## config.mk

```make
export PLATFORM = sky130hd
export DESIGN_NAME = gcd_controller
export DESIGN_NICKNAME = d
export VERILOG_FILES = /design/src/rtl/gcd_pkg.sv /design/src/rtl/gcd_iter_cnt.sv /design/src/rtl/gcd_controller.sv
export SDC_FILE = /design/constraint.sdc
export NUM_CORES = 1
export LEC_CHECK = 0
export CORE_MARGIN = 5
export CORE_UTILIZATION = 55
export CTS_BUF_LIST = sky130_fd_sc_hd__clkbuf_4
export DETAILED_ROUTE_END_ITERATION = 7
export DONT_BUFFER_PORTS = 1
export HOLD_SLACK_MARGIN = 0.05
export PLACE_DENSITY = 0.73
export SLEW_MARGIN = 20
export SYNTH_ARGS = -nofsm -noshare
export SYNTH_HDL_FRONTEND = slang
export SYNTH_SLANG_ARGS = --single-unit
```

## constraint.sdc

```tcl
create_clock -name clk -period 1.63 [get_ports clk]
set_input_delay 0.4075 -clock clk [delete_from_list [all_inputs] [get_ports clk]]
set_output_delay 0.4075 -clock clk [all_outputs]
set_load 0.05 [all_outputs]
```

## src/rtl/gcd_pkg.sv

```systemverilog
// Shared constants for the subtract-based GCD controller: state encoding,
// datapath mux select values and the control-output bundle.
package gcd_pkg;

    localparam logic [2:0] IDLE = 3'd0;
    localparam logic [2:0] LD_A = 3'd1;
    localparam logic [2:0] LD_B = 3'd2;
    localparam logic [2:0] EVAL = 3'd3;
    localparam logic [2:0] DONE = 3'd4;
    localparam logic [2:0] ERR  = 3'd5;

    localparam logic SEL_A   = 1'b0;
    localparam logic SEL_B   = 1'b1;
    localparam logic BUS_DIN = 1'b1;
    localparam logic BUS_SUB = 1'b0;

    typedef struct packed {
        logic in_ready;
        logic ld_a;
        logic ld_b;
        logic sel1;
        logic sel2;
        logic sel_in;
    } ctrl_t;

endpackage

```

## src/rtl/gcd_iter_cnt.sv

```systemverilog
// Subtraction-iteration counter: synchronous clear, saturating increment and
// a compare against the iteration limit.
module gcd_iter_cnt #(
    parameter int ITER_W   = 16,
    parameter int MAX_ITER = 65535
) (
    input  logic              clk,
    input  logic              rst_n,
    input  logic              clr,
    input  logic              en,
    output logic [ITER_W-1:0] count,
    output logic              at_limit
);

    localparam logic [ITER_W-1:0] LIMIT = ITER_W'(MAX_ITER);
    localparam logic [ITER_W-1:0] ONE   = ITER_W'(1);

    logic [ITER_W-1:0] count_q;
    logic [ITER_W-1:0] count_d;

    always_comb begin
        count_d = count_q;
        if (clr) begin
            count_d = '0;
        end else if (en && (count_q != '1)) begin
            count_d = count_q + ONE;
        end
    end

    always_ff @(posedge clk or negedge rst_n) begin
        if (!rst_n) begin
            count_q <= '0;
        end else begin
            count_q <= count_d;
        end
    end

    assign count    = count_q;
    assign at_limit = (count_q == LIMIT);

endmodule

```

## src/rtl/gcd_controller.sv

```systemverilog
// FSM controller for the 16-bit subtract-based GCD datapath.
// Optional iteration timeout with ERR state: define GCD_TIMEOUT_EN.
module gcd_controller
    import gcd_pkg::*;
#(
    parameter int ITER_W   = 16,
    parameter int MAX_ITER = 65535
) (
    input  logic              clk,
    input  logic              rst_n,
    input  logic              start,
    input  logic              in_valid,
    output logic              in_ready,
    input  logic              res_ack,
    input  logic              lt,
    input  logic              gt,
    input  logic              eq,
    output logic              ldA,
    output logic              ldB,
    output logic              sel1,
    output logic              sel2,
    output logic              sel_in,
    output logic              busy,
    output logic              done,
    output logic              error,
    output logic [ITER_W-1:0] iter_count
);

    logic [2:0] state_q;
    logic [2:0] state_d;
    ctrl_t      ctrl;
    logic       cnt_clr;
    logic       cnt_en;
    logic       at_limit;
    logic       done_c;
    logic       error_c;

    gcd_iter_cnt #(
        .ITER_W   (ITER_W),
        .MAX_ITER (MAX_ITER)
    ) u_iter_cnt (
        .clk      (clk),
        .rst_n    (rst_n),
        .clr      (cnt_clr),
        .en       (cnt_en),
        .count    (iter_count),
        .at_limit (at_limit)
    );

    always_comb begin
        state_d = state_q;
        ctrl    = '0;
        cnt_clr = 1'b0;
        cnt_en  = 1'b0;
        done_c  = 1'b0;
        error_c = 1'b0;
        case (state_q)
            IDLE: begin
                if (start) begin
                    state_d = LD_A;
                    cnt_clr = 1'b1;
                end
            end
            LD_A: begin
                ctrl.in_ready = 1'b1;
                ctrl.sel_in   = BUS_DIN;
                if (in_valid) begin
                    ctrl.ld_a = 1'b1;
                    state_d   = LD_B;
                end
            end
            LD_B: begin
                ctrl.in_ready = 1'b1;
                ctrl.sel_in   = BUS_DIN;
                if (in_valid) begin
                    ctrl.ld_b = 1'b1;
                    state_d   = EVAL;
                end
            end
            EVAL: begin
                // Flag priority eq > gt > lt; no flag means hold without counting.
                if (eq) begin
                    state_d = DONE;
                end
`ifdef GCD_TIMEOUT_EN
                else if (at_limit) begin
                    state_d = ERR;
                end
`endif
                else if (gt) begin
                    ctrl.sel1   = SEL_A;
                    ctrl.sel2   = SEL_B;
                    ctrl.sel_in = BUS_SUB;
                    ctrl.ld_a   = 1'b1;
                    cnt_en      = 1'b1;
                end else if (lt) begin
                    ctrl.sel1   = SEL_B;
                    ctrl.sel2   = SEL_A;
                    ctrl.sel_in = BUS_SUB;
                    ctrl.ld_b   = 1'b1;
                    cnt_en      = 1'b1;
                end
            end
            DONE: begin
                done_c = 1'b1;
                if (res_ack) begin
                    state_d = IDLE;
                end
            end
`ifdef GCD_TIMEOUT_EN
            ERR: begin
                done_c  = 1'b1;
                error_c = 1'b1;
                if (res_ack) begin
                    state_d = IDLE;
                end
            end
`endif
            default: begin
                state_d = IDLE;
            end
        endcase
    end

    always_ff @(posedge clk or negedge rst_n) begin
        if (!rst_n) begin
            state_q <= IDLE;
        end else begin
            state_q <= state_d;
        end
    end

    assign in_ready = ctrl.in_ready;
    assign ldA      = ctrl.ld_a;
    assign ldB      = ctrl.ld_b;
    assign sel1     = ctrl.sel1;
    assign sel2     = ctrl.sel2;
    assign sel_in   = ctrl.sel_in;
    assign busy     = (state_q != IDLE);
    assign done     = done_c;

`ifdef GCD_TIMEOUT_EN
    assign error = error_c;
`else
    logic unused_timeout;
    assign unused_timeout = at_limit | error_c;
    assign error = 1'b0;
`endif

endmodule

```

==> impl_metrics.json, run 1 <==
{
  "ys_seq_elements": 19,
  "yosys_warnings": 0,
  "worst_endpoint": "sel1",
  "synth_mux_area_share_pct": 3.33,
  "ys_types": 44,
  "syn_avg_cell_area_sq_um": 8.85,
  "root_buffer": "clkbuf_4",
  "yosysSeqAreaShare_pct": 38.4,
  "synthCells": 140,
  "async_reset_ff_share_pct": 100,
  "place_congestion": 0.895,
  "synth_xor_xnor_area_share_pct": 1.41,
  "clock_path_buffers": 2,
  "cts_sinks": 19,
  "htree_levels": 1,
  "grt_max_degree": 20,
  "die_y_um": 57.5,
  "yosys.area_share.simple_pct": 30.1,
  "rows": 17,
  "synth_top_family_by_area": "simple AND/OR/NAND/NOR gates",
  "synthAdderAreaFrac_pct": 1.01,
  "synth_area_sq_um": 1240,
  "synth_edf_count": 0,
  "error": "[ERROR DPL-0038] Utilization greater than 100%, impossible to legalize",
  "syn_nets": 149,
  "status": "did not finish",
  "synth_compound_area_share_pct": 18.6,
  "start_util_pct": 56.5,
  "synthFlopType": "dfrtp_1",
  "haltStage": "global routing",
  "numCtsBuffers": 3,
  "endpoint_type": "top-level output",
  "dp_hpwl_um": 2760,
  "port_buffers": 0,
  "die_w_um": 57.5,
  "io_pins": 33
}
cell families after synthesis:
| group | count (synthesis) |
|---|---|
| buffers and inverters | 14 |
| XOR/XNOR | 2 |
| AND/OR/NAND/NOR | 65 |
| AO/OA/AOI/OAI | 34 |
| flip-flops | 19 |
| adder cells (fa/ha/maj) | 1 |
| other | 1 |
| multiplexers | 4 |
Yosys cell counts, drive strengths merged (2+ instances only):
cell	number	area, sq um
a221o	3	30.0
inv	5	18.8
nand3	7	47.6
and3	3	18.8
nor3b	3	22.5
o21ai	15	86.3
a21oi	4	20.0
nor2	11	41.3
a2bb2oi	2	17.5
buf	8	62.6
mux2i	3	30.0
nand2	16	60.1
dfrtp	19	475
nand4	5	37.5
xnor2	2	17.5
nor4	3	40.0
nor3	10	50.1
a31oi	2	12.5
or3	2	12.5
stage by stage:
step,cells,setup slack [ps],instance area (sq um),util [%]
after floorplan,140,-170,1350,-
after CTS,230,-317,2010,91.8
after global placement,214,-65.7,1790,81.8
after detailed placement,214,-140,1790,81.8
repair_timing:
| action | CTS |
|---|---|
| cloned | 2 |
| pin swaps | 13 |
| setup buffers | 10 |
| endpoints found under the hold margin | 19 |
| endpoints found under the setup margin | 25 |
| hold buffers | 1 |
| gates resized for setup | 26 |
==> run 2: changes to the inputs <==
--- a/config.mk
+++ b/config.mk
@@ -5,13 +5,11 @@
 export SDC_FILE = /design/constraint.sdc
 export NUM_CORES = 1
 export LEC_CHECK = 0
-export CORE_MARGIN = 5
-export CORE_UTILIZATION = 55
-export CTS_BUF_LIST = sky130_fd_sc_hd__clkbuf_4
+export CORE_AREA = 5 5 66 68
 export DETAILED_ROUTE_END_ITERATION = 7
+export DIE_AREA = 0 0 71 73
 export DONT_BUFFER_PORTS = 1
-export HOLD_SLACK_MARGIN = 0.05
-export PLACE_DENSITY = 0.73
+export PLACE_DENSITY_LB_ADDON = 0.15
 export SLEW_MARGIN = 20
 export SYNTH_ARGS = -nofsm -noshare
 export SYNTH_HDL_FRONTEND = slang
==> constraint.sdc (replaced) <==
create_clock -name clk -period 2.1 [get_ports clk]
set_input_delay 0.525 -clock clk [delete_from_list [all_inputs] [get_ports clk]]
set_output_delay 0.525 -clock clk [all_outputs]
set_load 0.05 [all_outputs]
==> run 2 against run 1 <==
  * The flow now finishes without violations
  * Synthesized cell count did not move
  * Area after synthesis stayed put
==> impl_metrics.json, run 2 <==
{
  "reg2reg_to": "u_iter_cnt.count[9]",
  "ys_types": 44,
  "grt_use_total_pct": 13.1,
  "clkTransAtPathRegs_ps": 70,
  "hold_viol": 0,
  "place_ws_ps": 54.1,
  "worst-path-buf-inv": 1,
  "grt_pass1_vias": 1113,
  "final-setup-viol-count": 0,
  "layout_common_cells": "buf_4, nand2_1, dfrtp_1",
  "route.detailed.drc": 0,
  "cts_sinks": 19,
  "async_reset_ff_share_pct": 100,
  "synth_area_sq_um": 1240,
  "p_leak_nw": 0.697,
  "vdd_drop_max_mv": 0.517,
  "critical_path_class": "reg -> out",
  "max_freq_mhz": 499,
  "grt_max_degree": 20,
  "syn_to_final_growth_pct": 26.3,
  "fill_cells": 398,
  "intPower_mw": 0.866,
  "synthTopCellsByCount": "dfrtp_1, nand2_1, nor2_1, o21ai_0, nor3_1",
  "critPathMaxStageDelay_ps": 440,
  "vias": 1132,
  "crit_end": "ldA",
  "synthCells": 140,
  "drt-initial-drc-count": 68,
  "tightestPinTransition_ps": 884,
  "grt_antenna_before_repair": 0,
  "clkPwrFrac_pct": 15.4,
  "final_common_cell": "buf_4",
  "synthFlopType": "dfrtp_1",
  "yosysSeqAreaShare_pct": 38.4,
  "core_area_sq_um": 3800,
  "hp-class": "in -> reg",
  "dp_hpwl_um": 2420,
  "grt_overflow": 0,
  "largest_register_ff_count": 16,
  "crit_fanout": 8,
  "r2r_cells": 6,
  "combinationalPowerShare_pct": 56.8,
  "numCtsBuffers": 3,
  "cap_violations": 0,
  "synth_edf_count": 0,
  "wl_per_cell_um": 14.7,
  "postLayoutSetupSlackWorst_ps": 96.2,
  "dieArea_sq_um": 5180,
  "post-synth-top-count-cell": "dfrtp_1",
  "clock_path_buffers": 2,
  "hold_ws_ps": 442,
  "cts_tree": "yes",
  "port_buffers": 0,
  "period_needed_ps": 2000,
  "worstPathRequired_ps": 1570,
  "wirelength_um": 3220,
  "critPathSlowestCell": "dfrtp_2",
  "powerDensity_nw_per_um2": 1100,
  "dr.pass1.iters": 4,
  "num_antenna_cells": 0,
  "timing.reg2reg.setup_slack_ps": 190,
  "crit_path_start_kind": "flop",
  "finalSetupTns_ps": 0,
  "status": "finished clean",
  "syn_nets": 149,
  "synth_top_cell_area_share_pct": 38.4,
  "power_frac_seq_pct": 27.8,
  "crit_cells": 4,
  "drive_gt1_share_pct": 30.8,
  "die_w_um": 71,
  "place_congestion": 0.806,
  "finalMaxSlewViolations": 0,
  "clock_skew_ps": 5.70,
  "max_slew_margin_pct": 40.8,
  "via_per_inst": 5.17,
  "grt_pass1_wl_um": 5410,
  "timing.rr.start": "u_iter_cnt.count[0]",
  "clock_latency_ps": 260,
  "nets": 179,
  "ys_seq_elements": 19,
  "cpLargestDelayFamily": "flip-flops",
  "start_util_pct": 32.6,
  "p_sw_share_pct": 49.5,
  "rsz0062_at_grt": "false",
  "root_buffer": "clkbuf_8",
  "crit_path_end_kind": "output port",
  "htree_levels": 1,
  "rows": 23,
  "p_switching_mw": 0.848,
  "yosys_warnings": 0,
  "startpoint": "state_q[1]",
  "synth.largest_area_cell": "dfrtp_1",
  "syn_avg_cell_area_sq_um": 8.85,
  "crit_chain": "or2b_1 > a2bb2oi_1 > nor3b_2 > buf_4",
  "die_y_um": 73,
  "crit_arrival_ps": 1480,
  "fin_crit_sh_pct": 95.4,
  "io_pins": 33,
  "drtAntennaViolNets": 0,
  "synth.area.top_cells": "dfrtp_1, nand2_1, o21ai_0"
}
-- run 2: layout make-up --
class	instances	area [sq um]	share of cell area, %
Multi-Input combinational cell	107	701	44.8
Sequential cell	19	479	30.6
Timing Repair Buffer	34	258	16.5
Tap cell	50	62.6	4.00
Clock buffer	4	45.0	2.88
Inverter	5	18.8	1.20
-- run 2: cells by family after synthesis --
family,share of synthesized area (%)
adders and majority gates,1.01
AOI/OAI and AO/OA,18.6
and+or+nand+nor,30.1
buffers and inverters,6.87
muxes,3.33
xor gates and xnor gates,1.41
DFF,38.4
other,0.303
-- run 2: metal layers --
metal | global-route usage [%] | wire length [um] | vias up
li1 | - | - | 563
met1 | 16.6 | 1460 | 548
met2 | 21.5 | 1570 | 17
met3 | 3.17 | 135 | 4
met4 | 5.01 | 54 | 0
met5 | 0 | 0 | -
-- run 2: power by group through the flow --
stage	Combinational, mW	Clock [mW]	Sequential (mW)
after CTS	0.975	0.269	0.474
after detailed placement	0.965	0	0.481
after global routing	1.04	0.281	0.487
after floorplan	0.721	0	0.563
after global placement	0.958	0	0.480
final	0.974	0.264	0.476
-- run 2: how the worst min path moves through the flow --
stage                     start         end  slack [ps]  cells after the start
after floorplan           rst_n  state_q[0]         230                      0
after global placement    rst_n  state_q[2]         230                      0
after detailed placement  rst_n  state_q[2]         230                      0
after CTS                    eq  state_q[2]         450                      2
after global routing         eq  state_q[2]         460                      2
final                        eq  state_q[2]         440                      2
-- run 2: what timing repair did --
action	CTS	global route
gates resized for setup	0	3
hold endpoints to repair	19	0
setup endpoints to repair	0	6
hold buffers	1	0
buffers inserted	0	2
-- run 2: metrics by stage --
step	power [mW]	std cells	area (sq um)	utilization [%]
finish	1.71	219	1560	41.2
global route	1.81	219	1560	41.2
CTS	1.72	217	1540	40.6
detailed placement	1.45	212	1490	39.2
global placement	1.44	212	1490	39.2
floorplan	1.28	140	1260	-
Power figures use the tool's default switching activity.
